==> config.mk <==
export PLATFORM = sky130hd
export DESIGN_NAME = vga_bar_scheduler
export DESIGN_NICKNAME = d
export VERILOG_FILES = /design/src/rtl/vga_bar_scheduler.sv
export SDC_FILE = /design/constraint.sdc
export NUM_CORES = 1
export LEC_CHECK = 0
export ABC_AREA = 1
export BUFFER_PORTS_ARGS = -buffer_cell sky130_fd_sc_hd__buf_2
export CORE_MARGIN = 3
export CORE_UTILIZATION = 50
export CTS_CLUSTER_SIZE = 40
export DETAILED_ROUTE_END_ITERATION = 12
export HOLD_SLACK_MARGIN = 0.12
export PLACE_DENSITY = 0.67
export SLEW_MARGIN = 25
export SYNTH_ARGS = -nofsm -noshare
export SYNTH_HDL_FRONTEND = slang
export SYNTH_SLANG_ARGS = --single-unit
==> constraint.sdc <==
create_clock -name i_Clk -period 4.7 [get_ports i_Clk]
set_input_delay 0.235 -clock i_Clk [delete_from_list [all_inputs] [get_ports i_Clk]]
set_output_delay 0.235 -clock i_Clk [all_outputs]
set_load 0.02 [all_outputs]
==> src/rtl/vga_bar_scheduler.sv <==
// Per-frame bar motion scheduler: one shared add/bounce datapath walks every bar, then all offsets publish at once.
// Optional wrap mode (direction ignored, overflow wraps to the negative side) is enabled by defining BAR_SCHED_WRAP_EN.
module vga_bar_scheduler #(
  parameter int NUM_BARS      = 3,
  parameter int POS_W         = 9,
  parameter int AMP           = 200,
  parameter int PHASE_SPACING = 15
) (
  input  logic                      i_Clk,
  input  logic                      i_Rst_L,
  input  logic                      i_NewFrameTick,
  input  logic                      i_Pause,
  input  logic [3:0]                i_Step,
  output logic [NUM_BARS*POS_W-1:0] o_BarPos,
  output logic                      o_Busy,
  output logic                      o_UpdateDone,
  output logic                      o_MissedTick,
  output logic [1:0]                o_DbgState
);

  localparam logic [1:0] S_IDLE   = 2'd0;
  localparam logic [1:0] S_UPDATE = 2'd1;
  localparam logic [1:0] S_COMMIT = 2'd2;

  localparam int IDX_W = (NUM_BARS > 1) ? $clog2(NUM_BARS) : 1;
  localparam int EXT_W = POS_W + 2;
  localparam logic [IDX_W-1:0]        LAST_IDX = IDX_W'(NUM_BARS - 1);
  localparam logic signed [EXT_W-1:0] AMP_POS  = EXT_W'(AMP);
`ifdef BAR_SCHED_WRAP_EN
  localparam logic signed [EXT_W-1:0] WRAP_SPAN = EXT_W'(2 * AMP + 1);
`else
  localparam logic signed [EXT_W-1:0] AMP_NEG  = EXT_W'(-AMP);
`endif

  logic [1:0]       state_q;
  logic [IDX_W-1:0] idx_q;
  logic [3:0]       step_q;
  logic [POS_W-1:0] shadow_q [NUM_BARS];
  logic [NUM_BARS*POS_W-1:0] bar_pos_q;
  logic             done_q;
  logic             missed_q;

  logic [POS_W-1:0]        cur_pos;
  logic signed [EXT_W-1:0] cur_ext;
  logic signed [EXT_W-1:0] step_ext;
  logic signed [EXT_W-1:0] next_ext;
  logic signed [EXT_W-1:0] upd_ext;
  logic [POS_W-1:0]        upd_pos;

`ifndef BAR_SCHED_WRAP_EN
  // Direction per bar: 1 = moving up (+step), 0 = moving down (-step).
  logic [NUM_BARS-1:0] dir_q;
  logic                cur_dir;
  logic                upd_dir;
`endif

  // Shared datapath: widened by two bits so the pre-clamp sum never overflows.
  always_comb begin
    cur_pos  = shadow_q[idx_q];
    cur_ext  = $signed({{2{cur_pos[POS_W-1]}}, cur_pos});
    step_ext = $signed({{(EXT_W-4){1'b0}}, step_q});
`ifdef BAR_SCHED_WRAP_EN
    next_ext = cur_ext + step_ext;
    upd_ext  = next_ext;
    if (next_ext > AMP_POS) upd_ext = next_ext - WRAP_SPAN;
`else
    cur_dir  = dir_q[idx_q];
    next_ext = cur_dir ? (cur_ext + step_ext) : (cur_ext - step_ext);
    upd_ext  = next_ext;
    upd_dir  = cur_dir;
    if (next_ext > AMP_POS) begin
      upd_ext = AMP_POS;
      upd_dir = 1'b0;
    end else if (next_ext < AMP_NEG) begin
      upd_ext = AMP_NEG;
      upd_dir = 1'b1;
    end
`endif
    upd_pos = POS_W'(upd_ext);
  end

  always_ff @(posedge i_Clk) begin
    if (!i_Rst_L) begin
      state_q  <= S_IDLE;
      idx_q    <= '0;
      step_q   <= '0;
      done_q   <= 1'b0;
      missed_q <= 1'b0;
      for (int k = 0; k < NUM_BARS; k++) begin
        shadow_q[k]                  <= POS_W'(k * PHASE_SPACING);
        bar_pos_q[k*POS_W +: POS_W]  <= POS_W'(k * PHASE_SPACING);
      end
`ifndef BAR_SCHED_WRAP_EN
      dir_q <= '1;
`endif
    end else begin
      done_q   <= 1'b0;
      // Any tick outside IDLE (including the COMMIT cycle) is dropped and flagged.
      missed_q <= i_NewFrameTick && (state_q != S_IDLE);
      case (state_q)
        S_IDLE: begin
          if (i_NewFrameTick && !i_Pause) begin
            state_q <= S_UPDATE;
            idx_q   <= '0;
            step_q  <= i_Step;
          end
        end
        S_UPDATE: begin
          shadow_q[idx_q] <= upd_pos;
`ifndef BAR_SCHED_WRAP_EN
          dir_q[idx_q] <= upd_dir;
`endif
          if (idx_q == LAST_IDX) state_q <= S_COMMIT;
          else                   idx_q   <= idx_q + 1'b1;
        end
        S_COMMIT: begin
          for (int k = 0; k < NUM_BARS; k++) begin
            bar_pos_q[k*POS_W +: POS_W] <= shadow_q[k];
          end
          state_q <= S_IDLE;
          done_q  <= 1'b1;
        end
        default: state_q <= S_IDLE;
      endcase
    end
  end

  assign o_BarPos     = bar_pos_q;
  assign o_Busy       = (state_q != S_IDLE);
  assign o_UpdateDone = done_q;
  assign o_MissedTick = missed_q;
  assign o_DbgState   = state_q;

endmodule
After elaboration in Yosys (flattened, before gate mapping) --
Memories as Yosys holds them, arrays and structs flattened. A register that Yosys moved wholly into a read port is not among the register bits. Cells that the tools add are included.
Cells by class: add/sub/neg operators 3, magnitude comparators 4, eq/ne operators 6, mux-type cells 26, reduce and logical (&&, ||, !) cells 14
Operators by type and width (count):
- two-way mux 9 bit | 3
- two-way mux 2 bit | 7
- greater-than comparator 11 x 9 -> 1 bit (second input constant) | 1
- < comparator 11 x 9 -> 1 bit (second input constant) | 1
- two-way mux 11 bit | 1
- adder 9 x 5 -> 10 bit | 1
- two-way mux 1 bit | 10
- subtractor 9 x 5 -> 10 bit | 1
- OR reduction 9 bit | 1
- one-hot mux 2 bit (2 select lines) | 2
- inequality test 2 bit (second input constant) | 3
- == test 2 bit (second input constant) | 2
- logical NOT 1 bit | 4
- AND reduction 2 bit | 2
- nonzero test 2 bit | 2
- bitwise mux 3 bit | 1
- logical AND 1 bit | 3
- < comparator 2 x 3 -> 1 bit (second input constant) | 1
- AND reduction 3 bit | 1
- adder 2 x 1 -> 2 bit (second input constant) | 1
- binary-select mux 1 bit (select 2 bit) | 1
- demux 1 bit (select 2 bit) | 1
- == test 2 x 1 -> 1 bit (second input constant) | 1
- greater-or-equal comparator 2 x 1 -> 1 bit (second input constant) | 1
- logical NOT 2 bit | 1
Storage, ports and cells: register bits 13, bits in writable memories 27, output and inout bits 32, logic and storage cells 60, memories kept 1
Memories:
- shadow_q | depth 3, bits a word 9, read ports 4, clocked after Yosys merged registers in 4, wr ports 3, RTL line 38 | logic [POS_W-1:0] shadow_q [NUM_BARS];

Depth between registers and ports, before layout --
Gate-level depths: netlist of run 1.
depth after elaboration 7, gate-level depth with buffers 23

Worst setup path before layout of run 1 --
OpenSTA, ideal clock, no wires.
kind register to register, start point reg (tool-made name), end point mem shadow_q[2][4], data pin, setup time 263 ps, data arrival time 2568 ps, required time 4437 ps, setup slack 1869 ps, stages on the path, launching flop included 20, path buffers 2, period minus slack after synthesis 2831 ps, path through dfxtp_1 clkbuf_1 o21ai_0 o22ai_1 ha_1 inv_1 fa_1 inv_1 nand3_1 nand2_1 nand2_1 o21ai_0 nand2_1 nand2_1 inv_1 nand2_1 nand2_8 buf_12 nand2_2 nand2_1
RTL lines (RTL line):
- end, declared | 38

==> results of run 1 <==
cells in the final DEF (no fill, tap or decap):
cell / n
nor2_1: 86
nor3_1: 2
o21bai_1: 1
a31oi_1: 1
o22ai_1: 5
inv_4: 1
ha_1: 15
a32oi_1: 1
clkinv_4: 2
inv_6: 1
nand3b_1: 2
a21oi_1: 12
nand2_4: 2
nor2_2: 1
nand3_4: 1
nor3_2: 1
nand2_8: 1
fa_1: 1
o211ai_1: 5
clkbuf_8: 9
dlygate4sd3_1: 1
o21ai_0: 44
buf_2: 39
inv_1: 53
nand3_2: 4
a21oi_2: 3
nand2_1: 90
or2_2: 2
nand3_1: 25
inv_2: 6
clkinv_2: 2
xor2_1: 2
dfxtp_1: 42
edfxtp_1: 36
nand2_2: 7
or2_0: 1
bufinv_16: 2
final cells by class:
class / count / area [um2]
fill: 701 / 3060
sequential: 78 / 1920
multi-input combinational: 315 / 1610
inverter: 60 / 228
timing repair buffer: 40 / 205
clock buffer: 9 / 124
tap: 99 / 124
clock inverter: 7 / 96.3
per-layer routing:
layer | global-route usage (%) | share of wire [%] | up-vias
li1 | - | - | 1582
met3 | 3.14 | 4.4 | 11
met2 | 30.3 | 44 | 70
met5 | 0 | 0 | -
met1 | 27.2 | 50 | 1360
met4 | 7.58 | 1.7 | 0
where the power goes:
part / leakage, nW / switching (mW) / internal, mW
clock: 0.114 / 0.254 / 0.301
combinational: 1.21 / 0.218 / 0.0959
sequential: 0.674 / 0.0139 / 0.736
total: 2.00 / 0.486 / 1.13
final timing paths:
kind / slack, ps / end / from
setup / recovery: 1310 / shadow_q[1][3]$_SDFFCE_PN1P_ / flip-flop
hold / removal: 160 / step_q[3]$_SDFFE_PN0P_ / i_Step[3]
setup reg to reg: 1310 / shadow_q[1][3]$_SDFFCE_PN1P_ / flip-flop
hold reg to reg: 470 / dir_q[0]$_SDFFE_PN1P_ / dir_q[0]$_SDFFE_PN1P_
registers in the layout, summed over array words and instances (netlist names), named ones only:
signal and flops:
dir_q 3, idx_q 2, o_BarPos 27, o_DbgState 2, o_MissedTick 1, o_UpdateDone 1
shadow_q 36, step_q 4
critical path, stage by stage (launching register included):
cell	delay [ps]
dfxtp_1	600
inv_2	250
or2_2	330
a32oi_1	350
inv_1	90
ha_1	280
nand2_1	50
nand2_1	110
nand3_1	140
nand2_1	100
nand2_1	50
nand2_1	90
inv_1	60
nand3_1	70
nand2_1	120
nand2_8	150
nand3_2	100
inv_1	110
nand2_1	60
cells by family (layout without fill, tap and decap cells):
kind of cell    Yosys count  after routing
simple gates            225            225
fa+ha+maj                16             16
buf+inv                  74            116
compound gates           72             72
flops                    78             78
xor+xnor                  2              2
==> run_results.csv, run 1 <==
group,metric,value,unit
yosys,synth_edf_count,36,
place,place_ws,1360,ps
die,die_h,93.6,um
power,power,1.62,mW
detailed_routing,post_drt_wl_per_cell,13.2,um
place,gp_congestion,0.871,
cells_and_area,fin_cells,608,
timing,worst_clock_skew,12.4,ps
grt,grt_max_degree,42,
yosys,ys_top_cells_by_area,"edfxtp_1 28%, dfxtp_1 22%, nand2_1 8.8%",
detailed_routing,drt-total-wl,8.05,mm
detailed_routing,via_count,3023,
yosys,syn_area_per_cell,8.22,um2
cells_and_area,syn_to_final_growth,12.3,%
grt,grt_pass1_wl,13.2,mm
detailed_routing,drc,0,
place,port_buffers,39,
yosys,synth_nets,491,
timing,finalCriticalPeriod,3390,ps
hold_path,hold_path.class,"input port to flip-flop",
yosys,synth_commonest_cells,"90 x nand2_1, 86 x nor2_1, 53 x inv_1, 44 x o21ai_0, 42 x dfxtp_1",
clock_tree,clk_path_buf_depth,2,
cells_and_area,utilization,58.5,%
yosys,yosysSeqAreaShare,50.1,%
clock_tree,cts_tree,"built",
yosys,yosys_register_bits,78,
grt,antenna_found_initial,0,
power,power_leakage,2.00,nW
cells_and_area,fin_area,4310,um2
grt,grt_usage,19.5,%
clock_tree,postCtsHoldBufs,1,
yosys,yosys.area_share.simple,25.8,%
yosys,synth_adder_area_share,5.41,%
cells_and_area,drive_gt1_share,16.5,%
yosys,ys_types,33,
detailed_routing,antenna_left,0,
yosys,yosysMostFrequentCell,"nand2_1",
detailed_routing,vias_per_cell,4.97,
yosys,muxShareOfSynthArea,0,%
timing,maxSlewHeadroom,40.1,%
timing,fmax,295,MHz
timing,fin_crit_sh,72.1,%
cells_and_area,antennaDiodeCount,0,
flow_run,maxCapViolations,0,
die,io-pin-count,40,
clock_tree,clock-root-buffer,"clkbuf_8",
die,start_util,52.1,%
timing,whs,162,ps
critical_path,start_kind,"flip-flop",
clock_tree,clock_latency,350,ps
critical_path,r2r_cells,18,
power,peakVddDrop,0.000175,V
die,die_area,8760,um2
cells_and_area,nets,528,
timing,finalHoldViolCount,0,
status,status,"finished clean",
place,dpl-instance-area,4080,um2
die,std_cell_rows,31,
critical_path,critPathMaxFanout,20,
clock_tree,path_clk_slew,80,ps
timing,tightest_slew,896,ps
clock_tree,numCtsBuffers,9,
yosys,ys.flop_type,"dfxtp_1",
detailed_routing,dr.pass1.iters,4,
yosys,synth_compound_area_share,10.4,%
timing,finalWorstSetupSlack,1310,ps
yosys,syn_inst,467,
timing,final-setup-viol-count,0,
yosys,synthXorXnorAreaFrac,0.456,%
clock_tree,ctsResizeCount,0,
critical_path,path_class,"flip-flop to flip-flop",
yosys,netlist_area,3840,um2
detailed_routing,drtIter0Drc,155,
yosys,synth_top_family_by_area,"simple AND/OR/NAND/NOR gates",
die,dieWidth,93.6,um
place,dp_cells,591,
critical_path,endpoint_kind,"flip-flop",
die,coreArea,7370,um2
timing,tns,0,ps
yosys,async_flop_share,0,%
timing,rsz0062_at_grt,"no",
timing,slew_viol_final,0,
grt,grt_pass1_vias,2738,
yosys,synth_warnings,0,
place,dp_hpwl,6.17,mm
clock_tree,post_cts_buffers,0,
yosys,yosysTopAreaCell,"edfxtp_1",
grt,grt_remaining_overflow,0,
clock_tree,htreeDepth,3,
critical_path,cp.required,4790,ps
power,powerDensity,375,nW/um2
clock_tree,cts_sinks,78,
yosys,synth_top_area_share,28.2,%
hold_path,whs_path_depth,3,
critical_path,crit_arrival,3480,ps
No activity file was read; power rests on OpenSTA's default activity.
==> run 2, diff against run 1 <==
PLACE_DENSITY = 0.7   (was 0.67)
clock period = 2.82 ns   (was 4.7 ns; I/O delays follow)
==> run 2 against run 1 <==
Effect of this change: sequential cell count unchanged; first-iteration DRC count up 25%; critical endpoint is now shadow_q[2][2]$_SDFFCE_PN1P_; register-to-register slack worse by 1200 ps.
==> run_results.csv, run 2 (synthesized netlist as in run 1, its figures left out) <==
group,metric,value,unit
status,status,"finished clean",
power,powerDensity,614,nW/um2
timing,fmax,366,MHz
critical_path,critPathMaxFanout,7,
timing,finalHoldViolCount,0,
timing,rsz0062_at_grt,"yes",
cells_and_area,fin_area,4990,um2
die,std_cell_rows,31,
critical_path,critical-path-top-delay-family,"simple AND/OR/NAND/NOR gates",
grt,grt_max_degree,34,
critical_path,crit_arrival,2820,ps
detailed_routing,vias_per_cell,5.04,
detailed_routing,drc,0,
cells_and_area,syn_to_final_growth,29.9,%
clock_tree,htreeDepth,3,
critical_path,worst-path-buf-inv,4,
clock_tree,cts_sinks,78,
place,gp_congestion,0.880,
die,start_util,52.1,%
place,dp_hpwl,6.28,mm
clock_tree,path_clk_slew,90,ps
die,io-pin-count,40,
die,die_area,8760,um2
place,port_buffers,39,
critical_path,endpoint_kind,"flip-flop",
cells_and_area,final_common_cell,"nor2_1",
detailed_routing,post_drt_wl_per_cell,14.0,um
detailed_routing,via_count,3260,
cells_and_area,antennaDiodeCount,0,
place,dpl-instance-area,4300,um2
detailed_routing,antenna_left,0,
cells_and_area,nets,567,
clock_tree,clk_path_buf_depth,2,
timing,worst_clock_skew,12.1,ps
critical_path,cpMostUsedCell,"nand2_2",
grt,antenna_found_initial,0,
grt,grt_pass1_wl,14.3,mm
cells_and_area,largest_reg_flops,36,
timing,fin_crit_sh,96.9,%
grt,grt_pass1_vias,3072,
critical_path,slowest_stage,"dfxtp_4",
timing,finalCriticalPeriod,2730,ps
timing,whs,130,ps
critical_path,path_cells,"buf_4 -> or2_4 -> a32oi_4 -> inv_2 -> ha_4 -> nand2_2 -> nand2_2 -> nand3_4 -> nand2_4 -> nand2_2 -> nand2_2 -> inv_2 -> nand2_2 -> nand2_4 -> inv_6 -> nand2_8 -> nand3b_1 -> nand2_1",
hold_path,hold_path.class,"input port to flip-flop",
critical_path,cpPeakStageDelay,370,ps
timing,final-setup-viol-count,0,
clock_tree,cts_tree,"built",
grt,grt_remaining_overflow,0,
timing,slew_viol_final,0,
clock_tree,numCtsBuffers,9,
detailed_routing,drtIter0Drc,193,
detailed_routing,drt-total-wl,9.05,mm
detailed_routing,dr.pass1.iters,5,
critical_path,r2r-end,"shadow_q[2][2]$_SDFFCE_PN1P_",
power,power_leakage,2.24,nW
die,coreArea,7370,um2
clock_tree,clock_latency,350,ps
cells_and_area,drive_gt1_share,33.8,%
cells_and_area,final_cell_mix,"82 x nor2_1, 69 x nand2_1, 44 x inv_1",
cells_and_area,nFillCells,591,
flow_run,maxCapViolations,0,
timing,tns,0,ps
critical_path,path_class,"flip-flop to flip-flop",
cells_and_area,utilization,67.7,%
die,die_h,93.6,um
die,dieWidth,93.6,um
hold_path,min-delay-start,"i_Rst_L",
cells_and_area,top_register,"shadow_q",
critical_path,start_kind,"flip-flop",
hold_path,holdPathEnd,"dir_q[1]$_SDFFE_PN1P_",
critical_path,cp.required,2910,ps
critical_path,r2r_cells,18,
grt,grt_usage,20.9,%
hold_path,whs_path_depth,2,
timing,tightest_slew,878,ps
timing,maxSlewHeadroom,41.2,%
clock_tree,clock-root-buffer,"clkbuf_8",
power,peakVddDrop,0.000374,V
critical_path,reg2reg_slack,90,ps
-- run 2: per-layer routing --
| layer | up-vias | wire (um) | global-route usage (%) |
|---|---|---|---|
| met3 | 11 | 495 | 4.02 |
| li1 | 1662 | - | - |
| met5 | - | 0 | 0 |
| met4 | 0 | 129 | 6.86 |
| met1 | 1502 | 4070 | 27.5 |
| met2 | 85 | 4360 | 34.7 |
-- run 2: cell type report --
cell class | count | area (um2) | share of cell area, %
multi-input cells | 317 | 1960 | 39.2
flip-flops and latches | 78 | 1930 | 38.7
repair buffers | 77 | 497 | 9.96
inverters | 60 | 238 | 4.77
clock buffers | 11 | 153 | 3.06
well taps | 99 | 124 | 2.48
clock inverters | 5 | 87.6 | 1.76
-- run 2: worst max path at each step --
stage                                   endpoint  slack (ps)  depth (start not counted)
floorplan           shadow_q[2][4]$_SDFFCE_PN1P_           7                         20
global placement    shadow_q[0][3]$_SDFFCE_PN0P_        -140                         18
detailed placement  shadow_q[0][3]$_SDFFCE_PN0P_        -250                         19
CTS                 shadow_q[2][2]$_SDFFCE_PN1P_           3                         18
global route        shadow_q[0][2]$_SDFFCE_PN0P_        -100                         18
finish              shadow_q[2][2]$_SDFFCE_PN1P_          90                         18
-- run 2: worst reg2reg max path, stage by stage, from the launching register on --
cell and delay (ps):
dfxtp_4 370, buf_4 140, or2_4 230, a32oi_4 290
inv_2 80, ha_4 270, nand2_2 40, nand2_2 140
nand3_4 110, nand2_4 80, nand2_2 50, nand2_2 70
inv_2 40, nand2_2 60, nand2_4 90, inv_6 100
nand2_8 60, nand3b_1 170, nand2_1 70
-- run 2: through the flow --
stage	std cells	setup WS, ps	power, mW
after global routing	647	-104	3.21
final	647	88.2	3.06
after global placement	620	-138	1.87
after CTS	644	3.34	2.91
after floorplan	467	7.14	1.70
after detailed placement	620	-249	1.88
-- run 2: power breakdown --
part | switching, mW | leakage [nW] | internal (mW)
sequential | 0.0183 | 0.677 | 1.23
clock | 0.429 | 0.117 | 0.562
combinational | 0.499 | 1.44 | 0.326
-- run 2: what timing repair did --
| item | 4_1_cts | 5_1_grt |
|---|---|---|
| pin swaps | 10 | 26 |
| buffers inserted | 1 | 4 |
| endpoints found under the hold margin | 5 | 0 |
| gates cloned | 2 | 0 |
| endpoints found under the setup margin | 38 | 38 |
| hold buffers | 5 | 0 |
| gates resized for setup | 22 | 74 |
==> run 3, diff against run 2 <==
BUFFER_PORTS_ARGS = not set   (was -buffer_cell sky130_fd_sc_hd__buf_2)
DONT_BUFFER_PORTS = 1   (was not set)
PLACE_DENSITY = 0.66   (was 0.7)
==> run 3 against run 2 <==
Effect of this change: final area shrank 5.2%; combinational power grew 0.7%; core utilization shrank 3.5 points; routed wire length grew 0.57%; highest routed layer unchanged.
==> run_results.csv, run 3 (synthesized netlist as in run 1, its figures left out) <==
group,metric,value,unit
critical_path,slowest_stage,"dfxtp_2",
grt,grt_usage,20.3,%
critical_path,cpPeakStageDelay,340,ps
hold_path,hold_path.class,"input port to flip-flop",
cells_and_area,fin_cells,615,
timing,finalHoldViolCount,0,
cells_and_area,top_register,"shadow_q",
flow_run,maxCapViolations,0,
timing,finalCriticalPeriod,2710,ps
grt,met2_usage,32.0,%
place,port_buffers,0,
critical_path,crit_arrival,2800,ps
die,dieWidth,93.6,um
critical_path,reg2reg_slack,110,ps
critical_path,endpoint_kind,"flip-flop",
grt,grt_pass1_vias,2869,
grt,grt_remaining_overflow,0,
detailed_routing,post_drt_wl_per_cell,14.8,um
cells_and_area,drive_gt1_share,27.5,%
detailed_routing,antenna_left,0,
die,io-pin-count,40,
power,power,2.86,mW
detailed_routing,drt-total-wl,9.10,mm
clock_tree,clock-root-buffer,"clkbuf_8",
timing,worst_clock_skew,18.1,ps
status,status,"finished clean",
critical_path,critPathMaxFanout,5,
grt,antenna_found_initial,0,
timing,fmax,368,MHz
place,gp_congestion,0.916,
clock_tree,path_clk_slew,100,ps
timing,fin_crit_sh,96.2,%
place,dpl-instance-area,4140,um2
timing,final-setup-viol-count,0,
power,peakVddDrop,0.000290,V
clock_tree,clock_latency,350,ps
critical_path,r2r_cells,21,
clock_tree,clk_path_buf_depth,2,
die,coreArea,7370,um2
grt,grt_max_degree,37,
die,start_util,52.1,%
grt,grt.busiest_layer,"met2",
power,powerDensity,605,nW/um2
clock_tree,htreeDepth,3,
timing,rsz0062_at_grt,"yes",
detailed_routing,dr.pass1.iters,4,
clock_tree,numCtsBuffers,9,
clock_tree,cts_tree,"built",
critical_path,path_class,"flip-flop to flip-flop",
grt,met1_usage,28.0,%
detailed_routing,drc,0,
critical_path,cp.required,2900,ps
timing,slew_viol_final,0,
hold_path,min-delay-start,"i_Rst_L",
timing,tightest_slew,674,ps
cells_and_area,largest_reg_flops,36,
critical_path,start_kind,"flip-flop",
die,die_h,93.6,um
detailed_routing,drtIter0Drc,152,
cells_and_area,nFillCells,611,
grt,grt_pass1_wl,13.7,mm
critical_path,r2r-end,"shadow_q[0][7]$_SDFFCE_PN0P_",
cells_and_area,utilization,64.1,%
timing,maxSlewHeadroom,55.0,%
cells_and_area,final_common_cell,"nor2_1",
cells_and_area,antennaDiodeCount,0,
power,power_leakage,2.04,nW
cells_and_area,fin_area,4730,um2
die,std_cell_rows,31,
place,dp_cells,586,
hold_path,whs_path_depth,3,
detailed_routing,via_count,3147,
clock_tree,cts_sinks,78,
cells_and_area,final_cell_mix,"84 x nor2_1, 72 x nand2_1, 44 x inv_1",
die,die_area,8760,um2
timing,whs,223,ps
critical_path,rr_startpoint,"idx_q[0]$_SDFFE_PN0P_",
hold_path,holdPathEnd,"shadow_q[3][1]$_DFFE_PP_",
cells_and_area,syn_to_final_growth,23.1,%
cells_and_area,nets,535,
grt,met3_usage,3.06,%
detailed_routing,vias_per_cell,5.12,
critical_path,path_cells,"inv_2 -> or2_1 -> nand3_2 -> inv_4 -> nor2_4 -> xor2_1 -> inv_1 -> ha_4 -> nand3_2 -> nand2_2 -> nand2_1 -> nand2_1 -> nor2_1 -> nand2_1 -> nand3_2 -> nand2_4 -> nand2_4 -> nand2_2 -> nand2_2 -> inv_2 -> nor2_1",
place,dp_hpwl,6.22,mm
## run 3: what timing repair did
item                                    4_1_cts  5_1_grt
buffers inserted                              0        4
hold buffers                                  7        0
endpoints found under the setup margin       36       38
cloned                                        0        2
resized for setup                             8       74
pin swaps                                     1       29
hold endpoints to repair                     40        0
## run 3: layout make-up
| cell class | instances | area [um2] | share of cell area (%) |
|---|---|---|---|
| Clock buffer | 9 | 124 | 2.62 |
| Clock inverter | 7 | 57.6 | 1.22 |
| Inverter | 60 | 235 | 4.98 |
| Multi-Input combinational cell | 317 | 1900 | 40.2 |
| Sequential cell | 78 | 1930 | 40.8 |
| Tap cell | 99 | 124 | 2.62 |
| Timing Repair Buffer | 45 | 358 | 7.57 |
## run 3: per-stage QoR
stage	setup TNS [ps]	worst slack (ps)
after floorplan	0	7.14
after global placement	-2320	-130
after detailed placement	-3730	-167
after CTS	0	14.2
after global routing	-1410	-86.6
final	0	106
## run 3: critical path, delay by kind of cell, from the launching register on
family                     cells  cell delay [ps]
and+or+nand+nor               15             1360
buffers and inverters          4              260
xor gates and xnor gates       1              160
DFF                            1              340
adders and majority gates      1              290
## run 3: worst max-delay path by stage
stage                              endpoint  slack, ps  cells past startpoint                   start
2_1_floorplan  shadow_q[2][4]$_SDFFCE_PN1P_          7                     20               flip-flop
3_3_place_gp   shadow_q[2][3]$_SDFFCE_PN1P_       -130                     18  step_q[0]$_SDFFE_PN0P_
3_5_place_dp   shadow_q[1][3]$_SDFFCE_PN1P_       -170                     18  step_q[0]$_SDFFE_PN0P_
4_1_cts        shadow_q[1][2]$_SDFFCE_PN1P_         10                     18               flip-flop
5_1_grt        shadow_q[0][7]$_SDFFCE_PN0P_        -90                     21               flip-flop
6_report       shadow_q[0][7]$_SDFFCE_PN0P_        110                     21   idx_q[0]$_SDFFE_PN0P_
## run 3: report_power, final
| part | internal, mW | total, mW | switching (mW) |
|---|---|---|---|
| Combinational | 0.334 | 0.831 | 0.497 |
| Sequential | 1.23 | 1.25 | 0.0216 |
| Clock | 0.332 | 0.781 | 0.450 |
| Total | 1.89 | 2.86 | 0.968 |
## run 3: metal layers
metal | part of all wire, % | vias to the layer above
met3 | 5.4 | 10
met2 | 47 | 90
met1 | 46 | 1439
met5 | 0 | -
met4 | 1.3 | 0
li1 | - | 1608
